$ cat src/rtl/fl_frame_marker_pkg.sv
// Shared types and constants for the FrameLink frame marker.
package fl_frame_marker_pkg;

  // Between frames (header decision) or inside a frame (pass-through).
  typedef enum logic {
    S_HDR  = 1'b0,
    S_BODY = 1'b1
  } state_e;

  // Header word field positions.
  localparam int unsigned ID_HI  = 31;
  localparam int unsigned ID_LO  = 16;
  localparam int unsigned SEQ_HI = 15;
  localparam int unsigned SEQ_LO = 0;

  // Byte-remainder width for a given data width.
  function automatic int unsigned rem_width(input int unsigned data_width);
    return $clog2(data_width / 8);
  endfunction

endpackage

$ cat src/rtl/fl_frame_marker_if.sv
// FrameLink bus: data, remainder, active-low delimiters and handshake.
interface fl_frame_marker_if
  import fl_frame_marker_pkg::*;
#(
  parameter int unsigned DATA_WIDTH = 64
);

  localparam int unsigned REM_WIDTH = rem_width(DATA_WIDTH);

  logic [DATA_WIDTH-1:0] data;
  logic [REM_WIDTH-1:0]  rem;
  logic                  sof_n;
  logic                  eof_n;
  logic                  sop_n;
  logic                  eop_n;
  logic                  src_rdy_n;
  logic                  dst_rdy_n;

  modport master (
    output data, rem, sof_n, eof_n, sop_n, eop_n, src_rdy_n,
    input  dst_rdy_n
  );

  modport slave (
    input  data, rem, sof_n, eof_n, sop_n, eop_n, src_rdy_n,
    output dst_rdy_n
  );

endinterface

$ cat src/rtl/fl_frame_marker.sv
// Prepends a one-word header (ID + wrapping sequence number) to every frame
// and suppresses the SOF of the original frame. No register stage on data.
module fl_frame_marker
  import fl_frame_marker_pkg::*;
#(
  parameter int unsigned DATA_WIDTH = 64,
  parameter logic [15:0] HDR_ID     = 16'hF1A6,
  parameter logic [15:0] SEQ_INIT   = 16'h0000
) (
  input  logic              CLK,
  input  logic              RESET,
  input  logic              ENABLE,
  fl_frame_marker_if.slave  rx,
  fl_frame_marker_if.master tx,
  output logic              DROP,
  output logic [15:0]       SEQ
);

  state_e      state_q, state_d;
  logic [15:0] seq_q, seq_d;
  logic        drop_q, drop_d;
  logic        mode_q, mode_d;  // 1: current frame was given a header

  // Next-state and combinational output multiplexer.
  always_comb begin
    state_d      = state_q;
    seq_d        = seq_q;
    mode_d       = mode_q;
    drop_d       = 1'b0;

    tx.data      = rx.data;
    tx.rem       = rx.rem;
    tx.sof_n     = rx.sof_n;
    tx.eof_n     = rx.eof_n;
    tx.sop_n     = rx.sop_n;
    tx.eop_n     = rx.eop_n;
    tx.src_rdy_n = 1'b1;
    rx.dst_rdy_n = 1'b1;

    case (state_q)
      S_HDR: begin
        if (!rx.src_rdy_n) begin
          if (rx.sof_n) begin
            // Orphan word outside a frame: swallow it.
            rx.dst_rdy_n = 1'b0;
            drop_d       = 1'b1;
          end else if (ENABLE) begin
            // Header word; the SOF word waits on RX until the header is taken.
            tx.data                = {DATA_WIDTH{1'b0}};
            tx.data[ID_HI:ID_LO]   = HDR_ID;
            tx.data[SEQ_HI:SEQ_LO] = seq_q;
            tx.rem                 = '1;
            tx.sof_n               = 1'b0;
            tx.sop_n               = 1'b0;
            tx.eop_n               = 1'b0;
            tx.eof_n               = 1'b1;
            tx.src_rdy_n           = 1'b0;
            if (!tx.dst_rdy_n) begin
              seq_d   = seq_q + 16'd1;
              mode_d  = 1'b1;
              state_d = S_BODY;
            end
          end else begin
            // Unmarked frame: plain pass-through.
            tx.src_rdy_n = 1'b0;
            rx.dst_rdy_n = tx.dst_rdy_n;
            if (!tx.dst_rdy_n) begin
              mode_d  = 1'b0;
              state_d = rx.eof_n ? S_BODY : S_HDR;
            end
          end
        end
      end

      S_BODY: begin
        if (mode_q) tx.sof_n = 1'b1;
        tx.src_rdy_n = rx.src_rdy_n;
        rx.dst_rdy_n = tx.dst_rdy_n;
        if (!rx.src_rdy_n && !tx.dst_rdy_n && !rx.eof_n) state_d = S_HDR;
      end

      default: state_d = S_HDR;
    endcase

    // Both handshakes are held off while in reset.
    if (RESET) begin
      tx.src_rdy_n = 1'b1;
      rx.dst_rdy_n = 1'b1;
    end
  end

  // State, sequence counter, mode latch and drop pulse registers.
  always_ff @(posedge CLK) begin
    if (RESET) begin
      state_q <= S_HDR;
      seq_q   <= SEQ_INIT;
      drop_q  <= 1'b0;
      mode_q  <= 1'b0;
    end else begin
      state_q <= state_d;
      seq_q   <= seq_d;
      drop_q  <= drop_d;
      mode_q  <= mode_d;
    end
  end

  assign DROP = drop_q;
  assign SEQ  = seq_q;

endmodule

$ cat src/flat_wrapper.sv
// flat-port wrapper written by rule: the top's interface ports become plain ports
module fl_frame_marker_flat import fl_frame_marker_pkg::*;
#(
  parameter int unsigned DATA_WIDTH = 64,
  parameter logic [15:0] HDR_ID     = 16'hF1A6,
  parameter logic [15:0] SEQ_INIT   = 16'h0000
)
  (CLK, RESET, ENABLE, DROP, SEQ, rx_data, rx_rem, rx_sof_n, rx_eof_n, rx_sop_n, rx_eop_n, rx_src_rdy_n, rx_dst_rdy_n, tx_data, tx_rem, tx_sof_n, tx_eof_n, tx_sop_n, tx_eop_n, tx_src_rdy_n, tx_dst_rdy_n);
  fl_frame_marker_if #(.DATA_WIDTH(DATA_WIDTH)) rx_i ();
  fl_frame_marker_if #(.DATA_WIDTH(DATA_WIDTH)) tx_i ();
  input  logic CLK;
  input  logic RESET;
  input  logic ENABLE;
  output logic DROP;
  output logic [15:0] SEQ;
  input wire logic [$bits(rx_i.data)-1:0] rx_data;
  input wire logic [$bits(rx_i.rem)-1:0] rx_rem;
  input wire logic [$bits(rx_i.sof_n)-1:0] rx_sof_n;
  input wire logic [$bits(rx_i.eof_n)-1:0] rx_eof_n;
  input wire logic [$bits(rx_i.sop_n)-1:0] rx_sop_n;
  input wire logic [$bits(rx_i.eop_n)-1:0] rx_eop_n;
  input wire logic [$bits(rx_i.src_rdy_n)-1:0] rx_src_rdy_n;
  output wire logic [$bits(rx_i.dst_rdy_n)-1:0] rx_dst_rdy_n;
  output wire logic [$bits(tx_i.data)-1:0] tx_data;
  output wire logic [$bits(tx_i.rem)-1:0] tx_rem;
  output wire logic [$bits(tx_i.sof_n)-1:0] tx_sof_n;
  output wire logic [$bits(tx_i.eof_n)-1:0] tx_eof_n;
  output wire logic [$bits(tx_i.sop_n)-1:0] tx_sop_n;
  output wire logic [$bits(tx_i.eop_n)-1:0] tx_eop_n;
  output wire logic [$bits(tx_i.src_rdy_n)-1:0] tx_src_rdy_n;
  input wire logic [$bits(tx_i.dst_rdy_n)-1:0] tx_dst_rdy_n;
  assign rx_i.data = rx_data;
  assign rx_i.rem = rx_rem;
  assign rx_i.sof_n = rx_sof_n;
  assign rx_i.eof_n = rx_eof_n;
  assign rx_i.sop_n = rx_sop_n;
  assign rx_i.eop_n = rx_eop_n;
  assign rx_i.src_rdy_n = rx_src_rdy_n;
  assign rx_dst_rdy_n = rx_i.dst_rdy_n;
  assign tx_data = tx_i.data;
  assign tx_rem = tx_i.rem;
  assign tx_sof_n = tx_i.sof_n;
  assign tx_eof_n = tx_i.eof_n;
  assign tx_sop_n = tx_i.sop_n;
  assign tx_eop_n = tx_i.eop_n;
  assign tx_src_rdy_n = tx_i.src_rdy_n;
  assign tx_i.dst_rdy_n = tx_dst_rdy_n;
  fl_frame_marker #(.DATA_WIDTH(DATA_WIDTH), .HDR_ID(HDR_ID), .SEQ_INIT(SEQ_INIT)) u_core (.CLK(CLK), .RESET(RESET), .ENABLE(ENABLE), .rx(rx_i), .tx(tx_i), .DROP(DROP), .SEQ(SEQ));
endmodule
$ cat config.mk
export PLATFORM = sky130hd
export DESIGN_NAME = fl_frame_marker_flat
export DESIGN_NICKNAME = d
export VERILOG_FILES = /design/src/rtl/fl_frame_marker_pkg.sv /design/src/rtl/fl_frame_marker_if.sv /design/src/rtl/fl_frame_marker.sv /design/src/flat_wrapper.sv
export SDC_FILE = /design/constraint.sdc
export NUM_CORES = 1
export LEC_CHECK = 0
export ABC_AREA = 1
export CORE_UTILIZATION = 32
export CTS_CLUSTER_SIZE = 40
export DETAILED_ROUTE_END_ITERATION = 10
export PLACE_DENSITY = 0.95
export SLEW_MARGIN = 30
export SYNTH_ARGS = -nofsm -noshare
export SYNTH_HDL_FRONTEND = slang
export SYNTH_SLANG_ARGS = --single-unit
$ cat constraint.sdc
create_clock -name CLK -period 2.7 [get_ports CLK]
set_input_delay 0.405 -clock CLK [delete_from_list [all_inputs] [get_ports CLK]]
set_output_delay 0.405 -clock CLK [all_outputs]
set_load 0.02 [all_outputs]
==> results of run 1 <==
-- power groups by stage --
stage | combinational, mW | sequential [mW] | clock, mW
global route | 0.521 | 0.288 | 0.219
global placement | 0.486 | 0.294 | 0
finish | 0.492 | 0.287 | 0.206
floorplan | 0.201 | 0.295 | 0
CTS | 0.494 | 0.287 | 0.205
detailed placement | 0.490 | 0.294 | 0
-- logic make-up after synthesis --
group	Yosys count	synth area share, %
fa+ha+maj	1	0.744
simple gates	174	45.6
compound gates	30	10.6
flops	19	22.6
buf+inv	82	20.4
-- registers in the layout, indices dropped and copies added, names as in the netlist --
register and flops:
u_core.DROP 1, u_core.SEQ 16, u_core.mode_q 1, u_core.state_q 1
-- cell usage in the layout (no fill, tap or decap), drive strengths merged --
master / n
o21ai: 20
or2: 13
and3: 1
a31oi: 1
o2111ai: 1
buf: 8
nand3: 8
clkbuf: 3
nor2: 76
inv: 70
ha: 1
clkinv: 1
nand2: 64
dlymetal6s2s: 6
a21oi: 8
nor3: 5
nand4: 7
dfxtp: 19
clkdlybuf4s50: 159
-- stage by stage --
step	instance area, um^2	total power [mW]	setup WS [ns]
global route	3490	1.03	0.00672
CTS	3470	0.986	0.0821
finish	3490	0.984	0.0819
global placement	3420	0.779	0.126
floorplan	1680	0.496	0.861
detailed placement	3420	0.783	0.0948
-- metal layers --
layer  up-vias  GRT usage, %  part of all wire, %  wire length (um)
met1      1083          27.5                   39              2830
met5         -             0                    0                 0
met2       135          45.6                   48              3510
met3        15          5.01                  9.5               689
met4         0          8.39                  2.8               202
li1       1232             -                    -                 -
-- final cells by class --
type / instances / area [um^2]
Clock buffer: 3 / 41.3
Clock inverter: 1 / 5.00
Fill cell: 401 / 1590
Inverter: 70 / 263
Multi-Input combinational cell: 205 / 957
Sequential cell: 19 / 380
Tap cell: 70 / 87.6
Timing Repair Buffer: 173 / 1750
-- critical path, cell delays in order --
cell and delay (ns):
clkdlybuf4s50_1 0.46, nor2_4 0.14, nand2_2 0.08, nor2_4 0.12, buf_12 0.23, or2_2 0.15
clkdlybuf4s50_1 0.59
-- path summary, 6_finish.rpt --
path / slack (ns) / cells after the start / endpoint
max: 0.08 / 7 / tx_data[31]
min reg2reg: 0.47 / 2 / u_core.mode_q$_SDFFE_PP0P_
min: 0.47 / 2 / u_core.mode_q$_SDFFE_PP0P_
max reg2reg: 1.19 / 7 / u_core.SEQ[9]$_SDFFE_PP0P_
==> flow_summary.ini, run 1 <==
[final_layout]
fin_nets = 549
insertedDiodeCount = 0
instances_no_fill = 541
layout-area-overhead-vs-synth_pct = 107
post_route_cells_drive_above_1_share_pct = 8.92
finish.utilization_pct = 68.7

[logic_synthesis]
synth_area_per_cell_um2 = 5.49
synthTopCellsByCount = nor2_1, inv_1, nand2_1
synth_enable_flop_cells = 0
netlist_instances = 306
synthesis.nets = 383
synth_seq_cells = 19
synth.top_cells.by_area = dfxtp_1, nor2_1, inv_1
synth_seq_area_share_pct = 22.6
yosys.cell_count.top_type = nor2_1
yosys_warnings = 0
synth.top_cell.area_share_pct = 22.6
asyncSetResetFlopFracSynth_pct = 0
post_synth_instance_area_mm2 = 0.00168
yosys.area.top_type = dfxtp_1
synth_ff_type = dfxtp_1
synth_cell_types = 26

[routing]
detail_route.vias_per_cell = 4.56
drt_first_pass_iters = 4
totalWireLength_um = 7230
dr_total_vias = 2465
drt_first_iter_violations = 105
postRouteAntennaNets = 0
drc_violation_count_after_routing = 0
route.detailed.wl_per_inst_um = 13.4

[global_routing]
first_pass_grt_wire_length_um = 10500
overall_track_demand_over_capacity_in_global_routing_pct = 24.5
grt_pass1_vias = 2263
grt-ovfl-total = 0
grt_max_degree = 58
antenna_found_initial = 0

[clock_network]
post_cts_buffers = 0
worstSkewPairLatency_ns = 0.26
cts_root_buf = clkbuf_8
clkTransAtPathRegs_ns = 0.07
clock_tree.htree_level_count = 1
clock_tree_from_tritoncts = yes
cts_hold_buffers = 0
clock_tree.buffer_depth = 2
tritoncts.num_buffers = 3
cts_resized = 0
cts.sink_count = 19

[pwr]
leakagePower_nw = 1.60
netSwitchingFraction_pct = 33.6
vdd.ir_drop.worst_mv = 0.254
powerDensity_mw_per_mm2 = 282
share_seq_of_total_power_pct = 29.2
p_clk_share_pct = 20.9
power.combinational.fraction_pct = 49.9
internal_power_mw = 0.654
power_switching_mw = 0.331

[critical_path]
worstSetupStartpointType = primary input
worstSetupStartpoint = rx_sof_n
timing.setup.critical_path_class = in -> out
critical_path_peak_fanout = 57
setup.worst_path.end_class = primary output
cp_data_arrival_time_ns = 2.21
cp.required_ns = 2.30
timing.rr.start = u_core.state_q$_SDFF_PP0_

[timing]
rsz_0062_raised_after_global_routing = no
layout_min_cycle_time_ns = 2.62
max_freq_mhz = 382
final_max_slew_viol_count = 0
min_period_over_period_pct = 97.0
hold_viol = 0
max_slew_margin_pct = 79.2
hold_ws_ns = 0.466
worst_pin_slew_ns = 0.311
fin_setup_tns_ns = 0
setup-violations-final = 0
fin_skew_ns = 0.00375

[floorplanning]
core-area_mm2 = 0.00507
chipHeight_um = 74.5
floorplan.die_area_mm2 = 0.00555
die_x_um = 74.5
io_pins = 166
initial_core_util_pct = 33.1
num_rows = 26

[hold_path]
hold_path_startpoint = u_core.mode_q$_SDFFE_PP0P_
hp-class = reg -> reg

[outcome]
status = finished clean

[placed_design]
dpl.cell_count = 537
buffer_ports.inserted = 165
place.detailed.hpwl_um = 5600
globalplace.congestion = 0.874

[run]
max-cap-violations = 0
No activity file was read; power rests on OpenSTA's default activity.
==> inputs of run 2 (changes only) <==
--- a/config.mk
+++ b/config.mk
@@ -9,6 +9,7 @@
 export CORE_UTILIZATION = 32
 export CTS_CLUSTER_SIZE = 40
 export DETAILED_ROUTE_END_ITERATION = 10
+export GPL_ROUTABILITY_DRIVEN = 0
 export PLACE_DENSITY = 0.95
 export SLEW_MARGIN = 30
 export SYNTH_ARGS = -nofsm -noshare
==> run 2 against run 1 <==
Fmax fell by 1.1%. Sequential share of layout area is 0.10 points lower. Die area stayed put. Critical path depth did not move. Combinational power down 0.8%. Total power is 0.41% lower. Sequential cell count unchanged. Register-to-register slack gained 0.04 ns. Highest routed layer unchanged.
==> flow_summary.ini, run 2 (synthesis gave the netlist of run 1 again) <==
[outcome]
status = finished clean

[critical_path]
cp.required_ns = 2.30
setup.worst_path.end_class = primary output
worstSetupStartpointType = primary input
cp_data_arrival_time_ns = 2.24
critPathMaxStageDelay_ns = 0.59
timing.setup.critical_path_class = in -> out
timing.rr.start = u_core.state_q$_SDFF_PP0_
critical_path_peak_fanout = 57
critical_path_buf_inv_count = 3
crit_chain = clkdlybuf4s50_1, nor2_4, nand2_2, nor2_4, buf_12, or2_2, clkdlybuf4s50_1
r2r_setup_slack_ns = 1.23
critical-path-top-delay-family = buffers and inverters
worst_path_slowest_cell = clkdlybuf4s50_1
worstSetupStartpoint = rx_sof_n

[timing]
max_freq_mhz = 378
hold_viol = 0
setup-violations-final = 0
hold_ws_ns = 0.464
min_period_over_period_pct = 98.0
fin_skew_ns = 0.00571
worst_pin_slew_ns = 0.283
final_max_slew_viol_count = 0
max_slew_margin_pct = 81.1
layout_min_cycle_time_ns = 2.65

[clock_network]
worstSkewPairLatency_ns = 0.26
clkTransAtPathRegs_ns = 0.07
clock_tree.htree_level_count = 1
clock_tree_from_tritoncts = yes
cts_root_buf = clkbuf_8
cts_resized = 0
tritoncts.num_buffers = 3
clock_tree.buffer_depth = 2
post_cts_buffers = 0
cts_hold_buffers = 0
cts.sink_count = 19

[floorplanning]
floorplan.die_area_mm2 = 0.00555
die_x_um = 74.5
chipHeight_um = 74.5
num_rows = 26
io_pins = 166
core-area_mm2 = 0.00507
initial_core_util_pct = 33.1

[global_routing]
first_pass_grt_wire_length_um = 10800
grt_pass1_vias = 2274
grt-ovfl-total = 0
antenna_found_initial = 0
grt_max_degree = 58
overall_track_demand_over_capacity_in_global_routing_pct = 25.2

[pwr]
totalPowerFinal_mw = 0.980
leakagePower_nw = 1.71
vdd.ir_drop.worst_mv = 0.222
powerDensity_mw_per_mm2 = 279

[routing]
dr_total_vias = 2462
drt_first_iter_violations = 83
postRouteAntennaNets = 0
drc_violation_count_after_routing = 0
detail_route.vias_per_cell = 4.55
drt_first_pass_iters = 6
route.detailed.wl_per_inst_um = 13.7
totalWireLength_um = 7390

[final_layout]
most-common-layout-cells = clkdlybuf4s50_1, nor2_1, inv_1
postLayoutCellArea_mm2 = 0.00352
layout-area-overhead-vs-synth_pct = 109
largest_register_ffs = 16
fin_nets = 549
insertedDiodeCount = 0
commonest_non_fill_non_tap_cell_in_the_layout = clkdlybuf4s50_1
post_route_cells_drive_above_1_share_pct = 8.92
fillCellCount = 422

[placed_design]
detailed_place.area_mm2 = 0.00342
buffer_ports.inserted = 165
place.detailed.hpwl_um = 5780

[hold_path]
hp-class = reg -> reg
hold_path_startpoint = u_core.mode_q$_SDFFE_PP0P_

[run]
max-cap-violations = 0
-- run 2: changes by cell type in the layout (fill, tap and decap cells not counted) --
cell / delta
dlymetal6s2s_1: +13
clkdlybuf4s50_1: -13
-- run 2: routing by layer --
layer  wire, um  part of all wire, %  global-route usage (%)
met5          0                    0                       0
met4        233                  3.2                    9.64
met3        795                   11                    6.64
met2       3610                   49                    46.8
met1       2740                   37                    27.1
-- run 2: area by class of cell --
| cell class | instances | area, um^2 | area share (%) |
|---|---|---|---|
| repair buffers | 173 | 1780 | 50.7 |
| multi-input cells | 205 | 957 | 27.2 |
| flip-flops and latches | 19 | 380 | 10.8 |
| inverters | 70 | 263 | 7.47 |
| well taps | 70 | 87.6 | 2.49 |
| clock buffers | 3 | 41.3 | 1.17 |
| clock inverters | 1 | 5.00 | 0.142 |
-- run 2: worst paths after layout --
kind,depth (start not counted),to
setup / recovery,7,tx_rem[2]
setup reg to reg,7,u_core.SEQ[9]$_SDFFE_PP0P_
hold / removal,2,u_core.mode_q$_SDFFE_PP0P_
hold reg to reg,2,u_core.mode_q$_SDFFE_PP0P_
-- run 2: power by group --
group | switching (mW) | internal (mW)
Clock | 0.102 | 0.103
Combinational | 0.224 | 0.265
Sequential | 0.00352 | 0.283
-- run 2: worst min-delay path, cell delays in order, from the launching register on --
cell and delay [ns]:
dfxtp_1 0.31, nand2_1 0.06, a21oi_1 0.05
-- run 2: metrics by stage --
step                instances  worst slack, ns  util (%)   TNS [ns]
finish                    541           0.0536      69.3          0
global route              541        -0.000907      69.3  -0.000907
CTS                       541           0.0351      68.4          0
detailed placement        537           0.0459      67.5          0
global placement          537            0.127      67.5          0
floorplan                 306            0.861         -          0
==> inputs of run 3 (changes only) <==
--- a/config.mk
+++ b/config.mk
@@ -7,7 +7,7 @@
 export LEC_CHECK = 0
 export ABC_AREA = 1
 export CORE_UTILIZATION = 32
-export CTS_CLUSTER_SIZE = 40
+export CTS_CLUSTER_SIZE = 30
 export DETAILED_ROUTE_END_ITERATION = 10
 export GPL_ROUTABILITY_DRIVEN = 0
 export PLACE_DENSITY = 0.95
==> results of run 3 <==
No change in the layout: final DEF, timing and power equal those of run 2.
==> edit (flow settings as in run 2) <==
Make the reset (`RESET`) asynchronous in one clocked block.
--- a/src/rtl/fl_frame_marker.sv
+++ b/src/rtl/fl_frame_marker.sv
@@ -90,7 +90,7 @@
   end
 
   // State, sequence counter, mode latch and drop pulse registers.
-  always_ff @(posedge CLK) begin
+  always_ff @(posedge CLK or posedge RESET) begin
     if (RESET) begin
       state_q <= S_HDR;
       seq_q   <= SEQ_INIT;
Check against the original RTL: differs if RESET is asserted again (counterexample within 4 cycles, from zero or initial values and one cycle with RESET high); with RESET held inactive, the same outputs for 4 cycles.
==> edit against run 2 <==
- total power is 25% higher
- sequential cell count stayed put
- final area increased by 1.0%
- core utilization down 0.63 points
- wire length is 14% lower
- area after synthesis is 3.8% higher
- non-clock buffer count stayed put
- setup slack improved by 0.023 ns
- via count down 11%
- largest cell class unchanged
- largest power group unchanged
==> edit: results (changes against run 2) <==
| Metric | Value |
|---|---|
| Outcome | `completed` |
| Switching Share | `37.3% (+3.7 points)` |
| Share of final-layout standard cells stronger than drive strength 1 | `8.66% (-0.26 points)` |
| Sequential share of the synthesized area | `27.3% (+4.6 points)` |
| Data arrival time at the worst-slack endpoint | `2.22 ns (-0.02 ns)` |
| Number of CTS-inserted buffers | `3 (unchanged)` |
| R2r setup slk | `1.30 ns (+0.07 ns)` |
| Half-perimeter wire length after placement | `5210 um (-9.9%)` |
| Comb. pwr | `0.670 mW (+37%)` |
| Post-layout minimum cycle time | `2.62 ns (-0.0225 ns)` |
| Cells taking the most area after synthesis | `dfrtp_1 (27%), inv_1 (13%), nor2_1 (12%)` |
| Critical register-to-register path endpoint | `u_core.SEQ[10]$_DFFE_PP0P_` |
| Worst slack on hold paths | `0.500 ns (+0.0366 ns)` |
| Wire length on met1 | `2560 um (-6.9%)` |
| Met2 routed WL | `3180 um (-12%)` |
| First-pass GRT wire length | `9200 um (-15%)` |
| Syn nets | `348 (-9.1%)` |
| Number of DRC markers after the initial detailed-route iteration | `72 (-13%)` |
| Share of synthesized registers carrying an async set or reset | `100% (+100 points)` |
| Total instance count after detailed placement | `505 (-6.0%)` |
| Power in the clock group | `0.198 mW (-3%)` |
| Leading cell types by count after synthesis | `inv_1 (59), nor2_1 (56), nand2_1 (55)` |
| Termination of the worst setup path | `tx_rem[0]` |
| Total sequential power | `0.355 mW (+24%)` |
| Cell count after synthesis | `271 (-11%)` |
| Overall global routing resource usage | `21.2% (-4.0 points)` |
| Final setup skew | `0.00777 ns (+0.00206 ns)` |
| Worst setup timing slack at the placement stage | `0.0712 ns (+0.0253 ns)` |
| Largest fanout on the critical path | `44 (-23%)` |
| Vias in the first global route | `2039 (-10%)` |
| Leakage | `1.78 nW (+4.0%)` |
| Worst hold path depth | `2 (unchanged)` |
| Placed cell areas | `3490 um2 (+2.0%)` |
| Worst R2R Start | `u_core.SEQ[0]$_DFFE_PP0P_` |
| Routed vias | `2192 (-11%)` |
| Largest net degree at the start of global routing | `45 (-22%)` |
| Worst IR Drop VDD | `0.000285 V (+29%)` |
| Detail-routed net length per standard cell | `12.4 um (-9.0%)` |
| Routed wl met3 | `437 um (-45%)` |
| Count of unique library cells instantiated by Yosys | `24 (-7.7%)` |
| First-pass iteration count of the detailed router | `4 (-2)` |
| Tightest Pin Transition | `0.349 ns (+0.0661 ns)` |
| Number of nets in the finished design | `517 (-5.8%)` |
## edit: changes by cell type after synthesis, sizes merged, moves of 3 or more
cell	before	now
nand4	7	3
dfxtp	19	0
dfrtp	0	19
nand2	64	57
xor2	0	9
a21oi	8	2
clkbuf	3	0
inv	70	63
nor2	76	62
## edit: cell type report
cell class	count	area (um2)
Timing Repair Buffer	173	1750
Fill cell	401	1620
Multi-Input combinational cell	179	940
Sequential cell	19	475
Inverter	64	254
Tap cell	70	87.6
Clock buffer	4	45.0
## edit: cell families (layout without fill, tap and decap cells)
kind of cell | count (synthesis) | count (layout) | synth area share (%)
XOR/XNOR | 9 | 9 | 4.52
adder cells (fa/ha/maj) | 1 | 1 | 0.717
AND/OR/NAND/NOR | 147 | 147 | 39.5
flip-flops | 19 | 19 | 27.3
buffers and inverters | 73 | 241 | 18.9
AO/OA/AOI/OAI | 22 | 22 | 9.18
## edit: what timing repair did
item,in CTS,in global routing
buffers inserted,0,0
resized for setup,0,6
endpoints found under the setup margin,0,6
## edit: how the worst min path moves through the flow
stage                                from                          to
2_1_floorplan                       RESET       u_core.DROP$_DFF_PP0_
3_3_place_gp    u_core.mode_q$_DFFE_PP0P_   u_core.mode_q$_DFFE_PP0P_
3_5_place_dp    u_core.mode_q$_DFFE_PP0P_   u_core.mode_q$_DFFE_PP0P_
4_1_cts        u_core.SEQ[14]$_DFFE_PP0P_  u_core.SEQ[14]$_DFFE_PP0P_
5_1_grt        u_core.SEQ[14]$_DFFE_PP0P_  u_core.SEQ[14]$_DFFE_PP0P_
6_report       u_core.SEQ[14]$_DFFE_PP0P_  u_core.SEQ[14]$_DFFE_PP0P_
## edit: layer usage
layer	up-vias	global-route usage, %
li1	1123	-
met1	954	23.8
met2	97	39.8
met3	18	4.63
met4	0	6.17
met5	-	0
